==> src/rtl/game_ctrl.sv <==
// game_ctrl: sequences secret entry, guess rounds and win/lose outcome for the 4-digit guessing game
package game_types;
  typedef enum logic [3:0] {
    S_IDLE, S_SET_D3, S_SET_D2, S_SET_D1, S_SET_D0,
    S_GUESS_D3, S_GUESS_D2, S_GUESS_D1, S_GUESS_D0,
    S_SHOW_RESULT, S_WIN, S_LOSE
  } state_t;
endpackage

module game_ctrl import game_types::*; #(
  parameter int BLINK_DIV   = 25_000_000,
  parameter int MAX_CHANCES = 5
) (
  input  logic            clk,
  input  logic            rst,
  input  logic [3:0]      sw,
  input  logic            confirm,
  input  logic            random,
  output state_t          state,
  output logic            blink_on,
  output logic [3:0][3:0] target,
  output logic [3:0][3:0] guess,
  output logic [3:0]      candidate,
  output logic            sw_valid,
  output logic [2:0]      chances,
  output logic [3:0]      is_random
);
  localparam int CW = BLINK_DIV > 1 ? $clog2(BLINK_DIV) : 1;
  state_t next;
  logic [7:0] lfsr, lmod;
  logic [CW-1:0] cnt;
  logic [3:0] st1, mask, rnd;
  logic [1:0] pos;
  logic is_set, is_guess, set_sw, set_rnd, guess_sw;

  function automatic logic hit(input logic [3:0][3:0] d, input logic [3:0] m, input logic [3:0] v);
    return (m[3] && d[3] == v) || (m[2] && d[2] == v) || (m[1] && d[1] == v);
  endfunction

  // SET and GUESS states are laid out D3..D0, so the digit position is the inverted low bits of state-1
  always_comb begin
    st1 = state - 4'd1;
    pos = ~st1[1:0];
    mask = {pos < 2'd3, pos < 2'd2, pos < 2'd1, 1'b0};
    is_set = state inside {[S_SET_D3:S_SET_D0]};
    is_guess = state inside {[S_GUESS_D3:S_GUESS_D0]};
    sw_valid = (is_set || is_guess) && sw <= 4'd9 && !hit(is_set ? target : guess, mask, sw);
    set_sw = is_set && confirm && sw_valid;
    set_rnd = is_set && random && !confirm;
    guess_sw = is_guess && confirm && sw_valid;
    lmod = lfsr % 8'd10;
    rnd = lmod[3:0];
    for (int i = 0; i < 3; i++) rnd = hit(target, mask, rnd) ? (rnd == 4'd9 ? 4'd0 : rnd + 4'd1) : rnd;
  end

  assign candidate = sw;

  always_ff @(posedge clk or posedge rst)
    if (rst) state <= S_IDLE;
    else state <= next;

  always_comb begin
    next = state;
    case (state)
      S_IDLE:        if (confirm) next = S_SET_D3;
      S_SHOW_RESULT: if (confirm) next = guess == target ? S_WIN : chances == 3'd0 ? S_LOSE : S_GUESS_D3;
      S_WIN, S_LOSE: if (confirm) next = S_IDLE;
      default:       if (set_sw || set_rnd || guess_sw) next = state_t'(state + 4'd1);
    endcase
  end

  always_ff @(posedge clk or posedge rst)
    if (rst) begin
      target <= '0;
      guess <= '0;
      is_random <= '0;
      chances <= '0;
      lfsr <= 8'h01;
    end else begin
      lfsr <= {lfsr[6:0], lfsr[7] ^ lfsr[5] ^ lfsr[4] ^ lfsr[3]};
      if (state == S_IDLE && confirm) begin
        target <= '0;
        guess <= '0;
        is_random <= '0;
        chances <= 3'(MAX_CHANCES);
      end
      if (set_sw || set_rnd) begin
        target[pos] <= set_sw ? sw : rnd;
        is_random[pos] <= set_rnd;
      end
      if (guess_sw) begin
        guess[pos] <= sw;
        if (pos == 2'd0) chances <= chances - 3'd1;
      end
    end

  always_ff @(posedge clk or posedge rst)
    if (rst) begin
      cnt <= '0;
      blink_on <= 1'b0;
    end else begin
      cnt <= cnt == CW'(BLINK_DIV - 1) ? '0 : cnt + 1'b1;
      if (cnt == CW'(BLINK_DIV - 1)) blink_on <= ~blink_on;
    end
endmodule

==> config.mk <==
export PLATFORM = sky130hd
export DESIGN_NAME = game_ctrl
export DESIGN_NICKNAME = d
export VERILOG_FILES = /design/src/rtl/game_ctrl.sv
export SDC_FILE = /design/constraint.sdc
export NUM_CORES = 1
export LEC_CHECK = 0
export ABC_AREA = 1
export CORE_UTILIZATION = 53
export DETAILED_ROUTE_END_ITERATION = 7
export PLACE_DENSITY_LB_ADDON = 0.1
export SLEW_MARGIN = 20
export SYNTH_ARGS = -nofsm -noshare
export SYNTH_HDL_FRONTEND = slang
export SYNTH_SLANG_ARGS = --single-unit
==> constraint.sdc <==
create_clock -name clk -period 3.8 [get_ports clk]
set_clock_uncertainty 0.1 [all_clocks]
set_input_delay 0.76 -clock clk [delete_from_list [all_inputs] [get_ports clk]]
set_output_delay 0.76 -clock clk [all_outputs]
set_load 0.01 [all_outputs]
==> results of run 1 <==
-- kinds of logic after synthesis --
group	synth area share, %
DFF	33.9
buffers and inverters	8.74
xor gates and xnor gates	4.47
adders and majority gates	2.64
AOI/OAI and AO/OA	9.73
muxes	0.176
and+or+nand+nor	40.3
-- flip-flops by register name, summed over array words and instances, names as in the netlist --
signal	count
chances	3
cnt	25
blink_on	1
state	4
is_random	4
target	16
lfsr	8
guess	16
-- synthesized netlist by cell type, drive strengths merged, types with 7 or more instances --
library cell	count	area, µm²
nor3	16	80.1
dfrtp	76	1900
a21oi	21	109
nor4	7	43.8
nand4	18	131
nand2	272	1130
nand3	88	536
inv	109	409
nor2	77	312
ha	12	150
xor2	24	210
clkbuf	12	45.0
o21ai	48	240
-- per-stage QoR --
| stage | cells | cell area [µm²] | setup WS [ns] | util [%] | hold slack, ns |
|---|---|---|---|---|---|
| 6_report | 1111 | 7870 | -1.00 | 75.9 | 0.347 |
| 5_1_grt | 1111 | 7870 | -1.29 | 75.9 | 0.361 |
| 4_1_cts | 1102 | 7540 | -0.791 | 72.7 | 0.349 |
| 3_5_place_dp | 1076 | 7050 | -0.933 | 68.0 | 0.338 |
| 3_3_place_gp | 1076 | 7050 | -0.752 | 68.0 | 0.335 |
| 2_1_floorplan | 828 | 5840 | -0.333 | - | 0.292 |
-- layer usage --
metal	GRT usage [%]	wire length (µm)	share of wire, %	up-vias
met3	4.51	1340	7.4	67
li1	-	-	-	2968
met4	15.2	699	3.8	0
met2	54.4	8580	47	276
met5	0	0	0	-
met1	42.1	7600	42	2996
-- cell type report --
cell class	count	area, µm²
repair inverters	1	7.51
clock buffers	10	128
well taps	136	170
fillers	788	2500
repair buffers	146	1260
clock inverters	6	46.3
flip-flops and latches	77	1930
inverters	111	429
multi-input cells	624	3890
-- worst max-delay path by stage --
| stage | cells past startpoint | end | slack [ns] | from |
|---|---|---|---|---|
| final | 38 | target[4]$_DFF_PP0_ | -1.00 | lfsr[7]$_DFF_PP0_ |
| after global placement | 38 | target[1]$_DFF_PP0_ | -0.75 | lfsr[7]$_DFF_PP0_ |
| after detailed placement | 38 | target[4]$_DFF_PP0_ | -0.93 | lfsr[7]$_DFF_PP0_ |
| after global routing | 39 | target[1]$_DFF_PP0_ | -1.29 | lfsr[7]$_DFF_PP0_ |
| after CTS | 40 | target[12]$_DFF_PP0_ | -0.79 | lfsr[5]$_DFF_PP0_ |
| after floorplan | 40 | target[1]$_DFF_PP0_ | -0.33 | lfsr[7]$_DFF_PP0_ |
-- what timing repair did --
action,CTS,global route
endpoints found under the setup margin,17,28
endpoints found under the hold margin,0,0
cloned,1,2
buffers inserted,9,7
pin swaps,43,45
resized for setup,56,81
==> flow_summary.yaml, run 1 <==
logic_synthesis:
  avgSynthCellArea_um2: 6.86
  syn_nets: 848
  netlist_area_mm2: 0.00568
  async_reset_ff_share_pct: 100
  netlist_instances: 828
  synthDistinctLibCells: 47
  ys_warn_count: 0
  synth_seq_cells: 77
  ys_seq_area_share_pct: 33.9
  synth_enable_flop_cells: 0
  yosys_most_used_dff: "dfrtp_1"
timing:
  max_freq_mhz: 208
  max-slew-margin-rel_pct: 51.6
  fin_crit_sh_pct: 126
  fin_ws_ns: -1.00
  finalHoldViolCount: 0
  finalSetupViolations: 17
  worstMarginPinSlew_ns: 0.725
  fin_tns_setup_ns: -15.65
  report.final.slew_viol_count: 0
  rsz0062_at_grt: "yes"
  fin_crit_ns: 4.80
routing:
  drc: 0
  drt_iter0_markers: 546
  vias: 6307
  viasPerCell: 5.68
  ant_nets: 0
  drt_first_pass_iters: 5
  wl_per_cell_um: 16.4
  wl_mm: 18.2
grt:
  grt_usage_pct: 32.7
  grt_pass1_vias: 5959
  overflow: 0
  grt_start_max_net_pins: 78
  grt_pass1_wl_mm: 28.3
  grt_antenna_before_repair: 0
worst_setup_path:
  path_buf_inv: 4
  reg2reg_from: "lfsr[7]$_DFF_PP0_"
  ff2ff_setup_slack_ns: -1.00
  crit_arrival_ns: 4.97
  critPathRequiredTime_ns: 3.97
  reg2reg_depth: 38
  crit_top_cell: "nand2_4"
  crit_family: "simple AND/OR/NAND/NOR gates"
  crit_path_max_fanout: 7
  cp-start-kind: "flop"
  r2r-end: "target[4]$_DFF_PP0_"
  criticalPathCategory: "reg -> reg"
  max_stage_delay_ns: 0.48
  slowest_stage: "dfrtp_2"
  cp-end-kind: "flop"
cts:
  cts.sink_count: 77
  root_buffer: "clkbuf_8"
  path_clk_slew_ns: 0.09
  htreeDepth: 3
  postCtsHoldBufs: 0
  cts_buffers: 9
  clockBufferDepth: 2
  clkLatencyLatePin_ns: 0.38
  cts_tree: "built"
placed_design:
  gp_congestion: 1.02
  io_buffers: 56
  dpl.hpwl_mm: 12.9
outcome:
  status: "complete, but fails checks"
  violations: "setup timing"
min_path:
  min_path_cells: 0
  worst_hold_path_type: "reg -> reg"
  hp-start: "lfsr[0]$_DFF_PP1_"
  hold-path-endpoint: "lfsr[1]$_DFF_PP0_"
layout:
  area_delta_synth_final_pct: 38.4
  drive_gt1_share_pct: 28.2
  nNetsFinal: 990
  diodes: 0
  mostFrequentLayoutCell: "nand2_1"
  layout_common_cells: "196 x nand2_1, 95 x inv_1, 84 x buf_4"
floorplanning:
  chipHeight_um: 106
  core_mm2: 0.0104
  rows: 37
  die_area_mm2: 0.0111
  initial_utilization_pct: 54.8
  die_x_um: 106
  io_pins: 57
job:
  maxCapViolations: 0
Power of run 1 is not shown: default switching activity piles up to over one toggle a cycle in this logic, so the estimate is an artifact.
==> run 2: changes to the inputs <==
- CORE_UTILIZATION: 53 -> 58
- clock period: 3.8 -> 4.86 ns (I/O delays scaled with it)
==> run 2 against run 1 <==
Effect of this change: core utilization grew 3.8 points; the flow still finishes with violations (setup timing); flip-flop and latch count unchanged; register-to-register slack better by 0.85 ns; highest routed layer unchanged; via count is 2.5% lower; wire length decreased by 2.0%; first-iteration DRC count shrank 13%.
==> flow_summary.yaml, run 2 (same netlist as run 1, synthesis figures left out) <==
cts:
  clockBufferDepth: 2
  path_clk_slew_ns: 0.09
  cts_buffers: 9
  cts.sink_count: 77
  htreeDepth: 3
  root_buffer: "clkbuf_8"
  cts_tree: "built"
  clkLatencyLatePin_ns: 0.35
  postCtsHoldBufs: 0
layout:
  nNetsFinal: 945
  area_delta_synth_final_pct: 31.3
  reg_top3: "cnt: 25 flops, guess: 16 flops, target: 16 flops"
  finalInstanceArea_mm2: 0.00746
  largest_reg_flops: 25
  regMostFlops: "cnt"
  nFillCells: 667
  layout_common_cells: "202 x nand2_1, 99 x inv_1, 73 x dfrtp_1"
  mostFrequentLayoutCell: "nand2_1"
  drive_gt1_share_pct: 21.8
  diodes: 0
worst_setup_path:
  criticalPathCategory: "reg -> reg"
  r2r-end: "target[5]$_DFF_PP0_"
  cp-end-kind: "flop"
  crit_path_max_fanout: 5
  reg2reg_depth: 38
  ff2ff_setup_slack_ns: -0.16
  crit_start: "lfsr[7]$_DFF_PP0_"
  cp-start-kind: "flop"
  crit_end: "target[5]$_DFF_PP0_"
  max_stage_delay_ns: 0.47
  critPathRequiredTime_ns: 4.99
  crit_arrival_ns: 5.15
  slowest_stage: "dfrtp_2"
  reg2reg_from: "lfsr[7]$_DFF_PP0_"
routing:
  vias: 6150
  ant_nets: 0
  drc: 0
  wl_per_cell_um: 16.8
  drt_first_pass_iters: 5
  wl_mm: 17.8
  viasPerCell: 5.81
  drt_iter0_markers: 473
timing:
  finalHoldViolCount: 0
  fin_tns_setup_ns: -2.02
  max_freq_mhz: 199
  fin_hold_ws_ns: 0.350
  finalSetupViolations: 16
  fin_crit_sh_pct: 103
  worstMarginPinSlew_ns: 0.945
  max-slew-margin-rel_pct: 36.9
  report.final.slew_viol_count: 0
  rsz0062_at_grt: "yes"
  fin_ws_ns: -0.156
  fin_crit_ns: 5.02
placed_design:
  dpl_cell_area_mm2: 0.00639
  gp_congestion: 1.02
  io_buffers: 56
  dpl.hpwl_mm: 11.9
  place_ws_ns: -0.0921
floorplanning:
  io_pins: 57
  core_mm2: 0.00937
  die_x_um: 101
  initial_utilization_pct: 60.7
  chipHeight_um: 101
  die_area_mm2: 0.0102
  rows: 35
grt:
  overflow: 0
  grt_pass1_vias: 5430
  grt_pass1_wl_mm: 26.1
  grt_start_max_net_pins: 47
  grt_antenna_before_repair: 0
  grt_usage_pct: 33.1
min_path:
  worst_hold_path_type: "reg -> reg"
outcome:
  status: "complete, but fails checks"
  violations: "setup timing"
job:
  maxCapViolations: 0
==> run 2: changes by cell type in the layout (fill, tap and decap cells not counted), sizes merged <==
cell           delta
inv               +1
clkinv            -2
clkinvlp          -2
clkdlybuf4s50     +1
buf              -45
bufinv            +2
==> run 2: worst max-delay path: cells and delay by family (launching register included) <==
kind | cells | cell delay [ns]
AND/OR/NAND/NOR | 30 | 3.09
adder cells (fa/ha/maj) | 2 | 0.37
buffers and inverters | 4 | 0.55
AO/OA/AOI/OAI | 2 | 0.29
flip-flops | 1 | 0.47
==> run 2: stage by stage <==
stage | utilization, % | std cells
after floorplan | - | 828
after global placement | 68.2 | 1005
after detailed placement | 68.2 | 1005
after CTS | 71.4 | 1026
after global routing | 79.6 | 1059
final | 79.6 | 1059
==> run 2: routing by layer <==
metal  track usage (%)  up-vias  part of all wire [%]
met2              53.8      360                    46
met5                 0        -                     0
li1                  -     2872                     -
met3              5.34       76                   8.9
met1              45.0     2842                    41
met4              11.4        0                   4.1
==> run 2: worst min-delay path by stage <==
stage | start | to | cells after the start
finish | lfsr[2]$_DFF_PP0_ | lfsr[3]$_DFF_PP0_ | 0
global route | lfsr[6]$_DFF_PP0_ | lfsr[7]$_DFF_PP0_ | 0
global placement | lfsr[6]$_DFF_PP0_ | lfsr[7]$_DFF_PP0_ | 0
floorplan | lfsr[2]$_DFF_PP0_ | lfsr[3]$_DFF_PP0_ | 0
CTS | lfsr[2]$_DFF_PP0_ | lfsr[3]$_DFF_PP0_ | 0
detailed placement | lfsr[2]$_DFF_PP0_ | lfsr[3]$_DFF_PP0_ | 0
==> run 2: repair_timing <==
item,CTS,global route
pin swaps,1,75
endpoints found under the setup margin,16,17
cloned,0,1
buffers inserted,5,32
gates resized for setup,7,126
==> run 2: area by class of cell <==
type	instances	area [µm²]	area share (%)
clock buffers	10	128	1.71
clock inverters	6	96.3	1.29
inverters	111	429	5.75
multi-input cells	624	3780	50.7
flip-flops and latches	77	1930	25.9
well taps	129	161	2.16
repair buffers	102	933	12.5
Power of run 2 is left out for the same reason.
==> run 3: changes to the inputs <==
- CORE_UTILIZATION: 58 -> 53
- clock period: 4.86 -> 4.5 ns (I/O delays scaled with it)
==> run 3 against run 2 <==
Effect of this change: the run still ends with setup timing left; setup slack worse by 0.23 ns; core utilization down 6.5 points; final area up 1.7%; sequential share of layout area down 0.41 points; via count up 1.5%; wire length up 2.6%; global-route usage down 0.67 points; fmax up 2.6%; critical path type unchanged; highest routed layer unchanged.
==> flow_summary.yaml, run 3 (same netlist as run 1, synthesis figures left out) <==
worst_setup_path:
  crit_path_max_fanout: 5
  cp-start-kind: "flop"
  crit_top_cell: "nand2_4"
  cp-end-kind: "flop"
  reg2reg_from: "lfsr[7]$_DFF_PP0_"
  critPathRequiredTime_ns: 4.70
  crit_arrival_ns: 5.09
  crit_start: "lfsr[7]$_DFF_PP0_"
  reg2reg_depth: 40
  crit_end: "target[12]$_DFF_PP0_"
  criticalPathCategory: "reg -> reg"
  max_stage_delay_ns: 0.48
  r2r-end: "target[12]$_DFF_PP0_"
  ff2ff_setup_slack_ns: -0.39
  slowest_stage: "dfrtp_2"
cts:
  path_clk_slew_ns: 0.09
  postCtsHoldBufs: 0
  cts_buffers: 9
  root_buffer: "clkbuf_8"
  cts.sink_count: 77
  htreeDepth: 3
  clkLatencyLatePin_ns: 0.36
  clockBufferDepth: 2
  cts_tree: "built"
layout:
  finalInstanceArea_mm2: 0.00759
  regMostFlops: "cnt"
  layout_common_cells: "191 x nand2_1, 97 x inv_1, 72 x dfrtp_1"
  mostFrequentLayoutCell: "nand2_1"
  area_delta_synth_final_pct: 33.5
  reg_top3: "cnt: 25 flops, guess: 16 flops, target: 16 flops"
  drive_gt1_share_pct: 25.0
  diodes: 0
  nFillCells: 802
  nNetsFinal: 951
  largest_reg_flops: 25
grt:
  grt_pass1_vias: 5863
  grt_pass1_wl_mm: 28.3
  grt_antenna_before_repair: 0
  overflow: 0
  grt_usage_pct: 32.4
  grt_start_max_net_pins: 42
timing:
  report.final.slew_viol_count: 0
  fin_crit_sh_pct: 109
  fin_hold_ws_ns: 0.354
  max_freq_mhz: 205
  worstMarginPinSlew_ns: 0.888
  finalHoldViolCount: 0
  fin_ws_ns: -0.387
  max-slew-margin-rel_pct: 40.3
  fin_crit_ns: 4.89
  finalSetupViolations: 16
  rsz0062_at_grt: "yes"
min_path:
  hp-start: "lfsr[0]$_DFF_PP1_"
  worst_hold_path_type: "reg -> reg"
placed_design:
  dpl.hpwl_mm: 12.5
  io_buffers: 56
  place_ws_ns: -0.260
  gp_congestion: 0.987
  dpl_cell_area_mm2: 0.00658
routing:
  viasPerCell: 5.82
  wl_per_cell_um: 17.1
  wl_mm: 18.3
  drt_iter0_markers: 420
  drt_first_pass_iters: 6
  vias: 6242
  drc: 0
  ant_nets: 0
floorplanning:
  die_x_um: 106
  rows: 37
  initial_utilization_pct: 54.8
  io_pins: 57
  die_area_mm2: 0.0111
  core_mm2: 0.0104
  chipHeight_um: 106
job:
  maxCapViolations: 0
outcome:
  status: "complete, but fails checks"
  violations: "setup timing"
[run 3: cell count changes in the layout (fill, tap and decap cells not counted), sizes merged]
cell    delta
inv        +1
clkbuf     -1
buf        +6
[run 3: layout make-up]
class / count / area [µm²] / area share [%]
Sequential cell: 77 / 1930 / 25.5
Multi-Input combinational cell: 624 / 3870 / 51.0
Clock buffer: 9 / 124 / 1.63
Clock inverter: 7 / 103 / 1.35
Timing Repair Buffer: 108 / 962 / 12.7
Tap cell: 136 / 170 / 2.24
Inverter: 111 / 424 / 5.59
[run 3: how the worst min path moves through the flow]
| stage | slack, ns | cells after the start | to |
|---|---|---|---|
| after detailed placement | 0.34 | 0 | lfsr[2]$_DFF_PP0_ |
| after global placement | 0.33 | 0 | lfsr[6]$_DFF_PP0_ |
| final | 0.35 | 0 | lfsr[1]$_DFF_PP0_ |
| after CTS | 0.35 | 0 | lfsr[1]$_DFF_PP0_ |
| after floorplan | 0.29 | 0 | lfsr[3]$_DFF_PP0_ |
| after global routing | 0.36 | 0 | lfsr[1]$_DFF_PP0_ |
[run 3: worst max-delay path: cells and delay by family, from the launching register on]
family | cells | cell delay (ns)
buffers and inverters | 1 | 0.22
and+or+nand+nor | 37 | 3.73
DFF | 1 | 0.48
AOI/OAI and AO/OA | 2 | 0.27
[run 3: what timing repair did]
| item | in CTS | in global routing |
|---|---|---|
| pin swaps | 39 | 56 |
| gates cloned | 1 | 0 |
| buffers inserted | 13 | 7 |
| endpoints found under the setup margin | 17 | 17 |
| resized for setup | 78 | 80 |
[run 3: through the flow]
step / std cells / TNS [ns] / utilization (%)
3_5_place_dp: 1035 / -3.39 / 63.4
3_3_place_gp: 1035 / -1.23 / 63.4
6_report: 1072 / -5.46 / 73.2
2_1_floorplan: 828 / 0 / -
5_1_grt: 1072 / -9.80 / 73.2
4_1_cts: 1065 / -0.732 / 69.6
[run 3: layer usage]
metal,wire length [µm],track usage [%]
met5,0,0
met4,757,15.2
met3,1390,4.14
met2,8560,53.3
met1,7590,42.6
Power of run 3 is left out for the same reason.
